<file path="config.mk">
export PLATFORM = sky130hd
export DESIGN_NAME = riscv_if_stage
export DESIGN_NICKNAME = d
export VERILOG_FILES = /design/src/rtl/riscv_if_stage_pkg.sv /design/src/rtl/riscv_pc_reg.sv /design/src/rtl/riscv_if_stage.sv
export SDC_FILE = /design/constraint.sdc
export NUM_CORES = 1
export LEC_CHECK = 0
export ABC_AREA = 1
export BUFFER_PORTS_ARGS = -buffer_cell sky130_fd_sc_hd__buf_2
export CAP_MARGIN = 0
export CORE_UTILIZATION = 42
export CTS_CLUSTER_DIAMETER = 120
export DETAILED_ROUTE_END_ITERATION = 10
export HOLD_SLACK_MARGIN = 0.1
export PLACE_DENSITY = 0.69
export RECOVER_POWER = 100
export SYNTH_ARGS = -nofsm -noshare
export SYNTH_HDL_FRONTEND = slang
export SYNTH_SLANG_ARGS = --single-unit
</file>
<file path="constraint.sdc">
create_clock -name clk -period 1.7 [get_ports clk]
set_input_delay 0.255 -clock clk [delete_from_list [all_inputs] [get_ports clk]]
set_output_delay 0.255 -clock clk [all_outputs]
set_load 0.1 [all_outputs]
</file>
<file path="src/rtl/riscv_if_stage_pkg.sv">
// Shared definitions for the instruction-fetch stage: default widths,
// the bubble instruction word and the fetch FSM state codes.
package riscv_if_stage_pkg;

    // Default datapath / PC width
    localparam int DEFAULT_XLEN = 32;

    // PC value loaded by reset
    localparam logic [31:0] DEFAULT_RESET_PC = 32'h0000_0000;

    // Bubble instruction: addi x0,x0,0
    localparam logic [31:0] DEFAULT_NOP_INSTR = 32'h0000_0013;

    // Every instruction is one 32-bit word, so the sequential PC step is 4
    localparam int INSTR_BYTES = 4;

    // Fetch FSM: BOOT spends exactly one edge injecting a clean bubble,
    // then RUN handles flush/stall/increment until the next reset
    typedef enum logic {
        IF_BOOT = 1'b0,
        IF_RUN  = 1'b1
    } if_state_e;

endpackage : riscv_if_stage_pkg

</file>
<file path="src/rtl/riscv_pc_reg.sv">
// Program counter register for the fetch stage. The next-PC priority is
// flush (redirect to the resolved target), then stall (hold), then the
// sequential pc+4. While the fetch FSM is still booting the PC holds.
module riscv_pc_reg
    import riscv_if_stage_pkg::*;
#(
    parameter int              XLEN     = DEFAULT_XLEN,
    parameter logic [XLEN-1:0] RESET_PC = XLEN'(DEFAULT_RESET_PC)
) (
    input  logic            clk,
    input  logic            rst_n,
    input  logic            run,
    input  logic            stall,
    input  logic            flush,
    input  logic [XLEN-1:0] target,
    output logic [XLEN-1:0] pc,
    output logic [XLEN-1:0] pc_plus4
);

    logic [XLEN-1:0] pc_next;

    // The two low target bits are dropped on purpose: a misaligned target is
    // silently word-aligned instead of raising a trap.
    logic unused_target_bits;
    assign unused_target_bits = ^target[1:0];

    // Sequential successor; the add wraps modulo 2^XLEN with no carry out.
    assign pc_plus4 = pc + XLEN'(INSTR_BYTES);

    // Next-PC select: redirect beats stall, stall beats increment; hold while booting
    always_comb begin
        pc_next = pc;
        if (run) begin
            if (flush) begin
                pc_next = {target[XLEN-1:2], 2'b00};
            end else if (!stall) begin
                pc_next = pc_plus4;
            end
        end
    end

    // PC state register with asynchronous active-low reset
    always_ff @(posedge clk or negedge rst_n) begin
        if (!rst_n) begin
            pc <= RESET_PC;
        end else begin
            pc <= pc_next;
        end
    end

endmodule : riscv_pc_reg

</file>
<file path="src/rtl/riscv_if_stage.sv">
// Instruction-fetch stage: owns the PC (via riscv_pc_reg), presents it as
// the instruction-memory address and holds the IF/ID pipeline register.
// Branches resolve in MEM with static not-taken prediction, so a flush
// redirects the PC and turns the IF/ID slot into a bubble.
module riscv_if_stage
    import riscv_if_stage_pkg::*;
#(
    parameter int              XLEN      = DEFAULT_XLEN,
    parameter logic [XLEN-1:0] RESET_PC  = XLEN'(DEFAULT_RESET_PC),
    parameter logic [31:0]     NOP_INSTR = DEFAULT_NOP_INSTR
) (
    input  logic            clk,
    input  logic            rst_n,
    input  logic            stall_i,
    input  logic            flush_i,
    input  logic [XLEN-1:0] branch_target_i,
    output logic [XLEN-1:0] imem_addr_o,
    input  logic [31:0]     imem_rdata_i,
    output logic [XLEN-1:0] if_id_pc_o,
    output logic [XLEN-1:0] if_id_pc4_o,
    output logic [31:0]     if_id_instr_o,
    output logic            if_id_valid_o
);

    localparam logic [XLEN-1:0] RESET_PC4 = RESET_PC + XLEN'(INSTR_BYTES);

    if_state_e       state_q;
    if_state_e       state_d;
    logic            run;

    logic [XLEN-1:0] pc_q;
    logic [XLEN-1:0] pc_plus4;

    logic [XLEN-1:0] if_id_pc_q;
    logic [XLEN-1:0] if_id_pc_d;
    logic [XLEN-1:0] if_id_pc4_q;
    logic [XLEN-1:0] if_id_pc4_d;
    logic [31:0]     if_id_instr_q;
    logic [31:0]     if_id_instr_d;
    logic            if_id_valid_q;
    logic            if_id_valid_d;

    assign run = (state_q == IF_RUN);

    riscv_pc_reg #(
        .XLEN     (XLEN),
        .RESET_PC (RESET_PC)
    ) u_pc_reg (
        .clk      (clk),
        .rst_n    (rst_n),
        .run      (run),
        .stall    (stall_i),
        .flush    (flush_i),
        .target   (branch_target_i),
        .pc       (pc_q),
        .pc_plus4 (pc_plus4)
    );

    // Memory is read combinationally at the current PC; no other input reaches an output
    assign imem_addr_o   = pc_q;
    assign if_id_pc_o    = if_id_pc_q;
    assign if_id_pc4_o   = if_id_pc4_q;
    assign if_id_instr_o = if_id_instr_q;
    assign if_id_valid_o = if_id_valid_q;

    // Fetch FSM state register
    always_ff @(posedge clk or negedge rst_n) begin
        if (!rst_n) begin
            state_q <= IF_BOOT;
        end else begin
            state_q <= state_d;
        end
    end

    // Next state and IF/ID next value: BOOT bubbles once, RUN applies flush > stall > fetch
    always_comb begin
        state_d       = state_q;
        if_id_pc_d    = if_id_pc_q;
        if_id_pc4_d   = if_id_pc4_q;
        if_id_instr_d = if_id_instr_q;
        if_id_valid_d = if_id_valid_q;

        unique case (state_q)
            IF_BOOT: begin
                state_d       = IF_RUN;
                if_id_pc_d    = pc_q;
                if_id_pc4_d   = pc_plus4;
                if_id_instr_d = NOP_INSTR;
                if_id_valid_d = 1'b0;
            end
            IF_RUN: begin
                if (flush_i) begin
                    if_id_pc_d    = pc_q;
                    if_id_pc4_d   = pc_plus4;
                    if_id_instr_d = NOP_INSTR;
                    if_id_valid_d = 1'b0;
                end else if (!stall_i) begin
                    if_id_pc_d    = pc_q;
                    if_id_pc4_d   = pc_plus4;
                    if_id_instr_d = imem_rdata_i;
                    if_id_valid_d = 1'b1;
                end
            end
            default: begin
                state_d = IF_BOOT;
            end
        endcase
    end

    // IF/ID pipeline register with asynchronous active-low reset
    always_ff @(posedge clk or negedge rst_n) begin
        if (!rst_n) begin
            if_id_pc_q    <= RESET_PC;
            if_id_pc4_q   <= RESET_PC4;
            if_id_instr_q <= NOP_INSTR;
            if_id_valid_q <= 1'b0;
        end else begin
            if_id_pc_q    <= if_id_pc_d;
            if_id_pc4_q   <= if_id_pc4_d;
            if_id_instr_q <= if_id_instr_d;
            if_id_valid_q <= if_id_valid_d;
        end
    end

endmodule : riscv_if_stage

</file>
; ---- Word level (Yosys, flattened, before mapping)
; Cells that the tools add are included.
[op_classes]
addsub = 1
eq_ne = 2
n_mux = 13
bitwise = 1
reduce_logical = 1
[op_table]
columns = op, count
row1 = $mux W32, 7
row2 = $pmux W32 S2, 3
row3 = $add A32 B3 Y32 const B, 1
row4 = $ne A3 B3 Y1 const B, 1
row5 = $mux W1, 2
row6 = $ne A2 B1 Y1 const B, 1
row7 = $pmux W1 S2, 1
row8 = $reduce_and A2 Y1, 1
row9 = $not A1 Y1, 1
[totals]
reg_bits = 130
input_bits = 68
out_inout_bits = 129
word_cells = 24

; ---- Depth between registers and ports, before layout
[depth]
depth_word = 4
depth_mapped = 10
depth_no_buf = 10

; ---- Hierarchy
; Synthesis repeated with hierarchy kept, for this count alone.
[hier_totals]
cells_unflattened = 829
area_unflattened_um2 = 6640.1
[modules_own_cells]
columns = module, n_inst, cells_each, area_each_um2, seq_area_each_um2
row1 = riscv_if_stage, 1, 431, 4119.0, 2457.4
row2 = riscv_pc_reg, 1, 398, 2521.2, 750.7

; ---- Least setup slack after synthesis
; OpenSTA, ideal clock, no wires.
[synth_path]
path_kind = reg2reg
start = register u_pc_reg.pc[3]
end = register u_pc_reg.pc[22]
setup_ns = 0.120
t_arrival_ns = 2.166
t_required_ns = 1.580
setup_slack_ns = -0.586
stages_incl_launch_ff = 11
path_buffers = 0
synth_period_minus_slack_ns = 2.286
cell_sequence = dfrtp_1 ha_1 nand2_1 nor2_2 nand2_1 nor2_1 nand2_1 nand2_1 nand3_1 nand2_1 nand2_1
[synth_between]
elab_chain_cells = 3
[synth_rtl]
columns = item, line
row1 = "start, declared", riscv_pc_reg.sv:16  ; output logic [XLEN-1:0] pc,
row2 = "start signal, assigned", riscv_pc_reg.sv:47  ; pc <= pc_next;
row3 = $add A32 B3 Y32, riscv_pc_reg.sv:28  ; assign pc_plus4 = pc + XLEN'(INSTR_BYTES);
row4 = $mux W32, riscv_pc_reg.sv:36  ; end else if (!stall) begin
row5 = $mux W32, riscv_pc_reg.sv:34  ; if (flush) begin
; Every way passes these cells. The select of a mux whose other input is x is not followed.
; A chain may end at the register's enable or synchronous reset.

; ---- Final worst setup path
[layout_path]
start = register u_pc_reg.pc[6]
end = output imem_addr_o[6]
[layout_rtl]
columns = item, line
row1 = "end, declared", riscv_if_stage.sv:17  ; output logic [XLEN-1:0] imem_addr_o,
; No word-level cell between the ends.

==> summary.txt <==
Cell count after synthesis - 686
Seq pwr share - 31.3%
Overall power - 0.01192 W
Max-cap violations - 0
FMAX - 605.8 MHz
Main combinational cell family by area after synthesis - simple AND/OR/NAND/NOR gates
Reg2reg start - u_pc_reg.pc[2]
HPWL after detailed placement - 11.64 mm
First-pass GRT wire length - 27.15 mm
Yosys top cell by area - dfrtp_1
CTS root buf - clkbuf_16
Worst hold start - branch_target_i[3]
Sw frac - 46.01%
Comb pwr share - 38.8%
Post-place instance area - 6962 um^2
Clock skew - 0.009927 ns
Multiplexer share of the synthesized area - 0%
Run status - completed
Final-stage net count - 984
Period utilization - 97.11%
Area grow syn2layout - 39.86%
1st-pass router iterations - 4
DRC Markers - 0
Top FF cell, synth - dfrtp_1
Fraction of registers with async set/reset - 100.0%
Compound-Gate Fraction of Synth Area - 12.46%
Total Routing Usage GR - 25.15%
Remaining antenna violation count - 0
TritonCTS clock tree - built
Worst Path Max Fanout - 4
Clk slew on worst S/H paths - 0.05 ns
VDD IR max - 0.8030 mV
Reg2reg end - if_id_pc4_o[30]
Initial antenna violation count - 0
XOR/XNOR Fraction of Synth Area - 1.241%
Cell variety after synth - 27
Share of layout cells above drive strength 1 - 30.85%
Met3 wire len - 1.061 mm
Largest net degree at the start of global routing - 76
Unrepaired setup endpoints after global routing - true
Static leakage - 3.998 nW
# setup viols final - 0
Diode count - 0
Post-CTS Setup Inserts - 0
Post-route cell area - 7894 um^2
Worst Path Required - 1.44 ns
Post-synth EDFFs - 0
Core Util, Final - 61.31%
CP endpoint kind - output pin
Clock latency on the worst-skew pair - 0.41 ns
FP Rows - 41
Post-route minimum period - 1.651 ns
CP Data Arrival Time - 1.40 ns
Via Count - 5,466
Syn avg cell area - 8.228 um^2
Top cell type's share of synthesized area - 53.20%
Metal2 WL - 8.309 mm
Core area - 12,880 um^2
Vias/cell - 4.974
Num CTS Buffers - 17
Pre-CTS setup slack - 0.02115 ns
DIE AREA - 13,910 um^2
Depth of the most critical reg-to-reg path - 10
Setup slack after layout - 0.04920 ns
#FFs+latches synth - 124
Synth area leaders - dfrtp_1 53%, nand2_1 15%, nor2_1 6.5%
GP Congestion - 0.8879
Critical Path Source Type - flip-flop
Mapped cell area - 5644 um^2
Hold Violations, Final - 0
Routed WL per cell - 15.38 um
Setup CP Type - reg -> out
Initial Util - 43.83%
Clock share of power - 29.9%
Vias in the first global route - 5,265
Htree depth - 4
Slew headroom - 57.71%
Bufs on Longest Clock Path - 2
Seq/Total Area, Yosys - 55.07%
WL final - 16.91 mm
P per Cell Area - 1510 nW/um^2
Die H - 117.9 um
Post-synthesis simple-gate area fraction - 25.07%
Slew @ Worst Pin - 0.6343 ns
Reg-to-reg setup timing slack - 0.10 ns
Hold EP - u_pc_reg.pc[3]
Psw - 0.005485 W
Max Slew Vio Count - 0
Grt ovf - 0
Ports - 197
Hold Crit Depth - 3
Yosys warning total - 0
Wl on met1 - 7.366 mm
I/O Buffers - 188
Adder-Cell Fraction of Synth Area - 0.2217%
Sink Count - 124
Worst Hold Class - in -> reg
Initial drt markers - 338
Die Wd - 117.9 um
Highest Signal Layer - met4
Internal power - 0.006436 W
-- worst max-delay path, stage by stage, from the launching register on --
cell and delay (ns):
dfrtp_4 0.41, buf_4 0.14, buf_2 0.43
-- registers in the layout, indices dropped and copies added (netlist names) --
register,cells
if_id_instr_o,32
if_id_pc4_o,30
if_id_pc_o,30
if_id_valid_o,1
run,1
u_pc_reg.pc,30
-- routing by layer --
layer / global-route usage, % / up-vias
li1: - / 2666
met1: 31.69 / 2594
met2: 41.88 / 191
met3: 7.461 / 15
met4: 6.811 / 0
met5: 0 / -
-- cells in the final DEF, fill, tap and decap left out, drive strengths merged, types with 4 or more instances in the layout --
master       instances
a21oi                9
nand3               33
buf                124
inv                 41
nand2              230
dfstp                4
xor2                 4
a31oi               11
a22o                29
o21ai               51
conb                 7
dlygate4sd3         34
clkinv               5
nor2                98
clkbuf             108
xnor2                4
dfrtp              120
-- per-stage QoR --
| stage | hold slack, ns | std cells | TNS, ns |
|---|---|---|---|
| CTS | 0.1232 | 1099 | 0 |
| detailed placement | 0.07367 | 1034 | 0 |
| global placement | 0.07391 | 1034 | 0 |
| floorplan | -0.04059 | 691 | -0.06526 |
| global route | 0.1219 | 1099 | -0.06597 |
| finish | 0.1305 | 1099 | 0 |
-- cell type report --
cell class | instances | area, um^2
fillers | 1158 | 4982
flip-flops and latches | 124 | 3154
multi-input cells | 489 | 2297
repair buffers | 241 | 1480
clock buffers | 25 | 505.5
well taps | 172 | 215.2
inverters | 42 | 157.7
clock inverters | 6 | 83.83
-- Yosys cell counts (6+ instances only) --
library cell,instances
nand3_1,33
buf_4,6
dfrtp_1,120
inv_1,38
a22o_1,29
buf_2,10
nand2_1,230
a31oi_1,11
a21oi_1,8
o21ai_0,51
clkbuf_1,19
nor2_1,97
-- repair_timing --
action,in CTS,in global routing
hold buffers,34,0
resized for setup,0,17
setup endpoints to repair,0,19
endpoints found under the hold margin,153,0
-- how the worst max path moves through the flow --
stage | startpoint | to | cells past startpoint
2_1_floorplan | u_pc_reg.pc[2] | u_pc_reg.pc[22] | 10
3_3_place_gp | u_pc_reg.pc[2] | u_pc_reg.pc[30] | 10
3_5_place_dp | u_pc_reg.pc[2] | if_id_pc4_o[30] | 10
4_1_cts | u_pc_reg.pc[2] | if_id_pc4_o[30] | 10
5_1_grt | u_pc_reg.pc[2] | u_pc_reg.pc[22] | 10
6_report | u_pc_reg.pc[6] | imem_addr_o[6] | 2
-- power groups by stage --
stage	logic (W)	registers, W	clock network (W)
6_report	0.00462	0.00374	0.00356
5_1_grt	0.00481	0.00379	0.00377
4_1_cts	0.00465	0.00373	0.00362
3_5_place_dp	0.00458	0.00377	0
3_3_place_gp	0.00456	0.00376	0
2_1_floorplan	0.000722	0.00668	0
-- cell families after synthesis --
family / Yosys count
DFF: 124
adders and majority gates: 1
buffers and inverters: 78
AOI/OAI and AO/OA: 110
xor gates and xnor gates: 8
and+or+nand+nor: 363
other: 2
No activity file was read; power rests on OpenSTA's default activity.
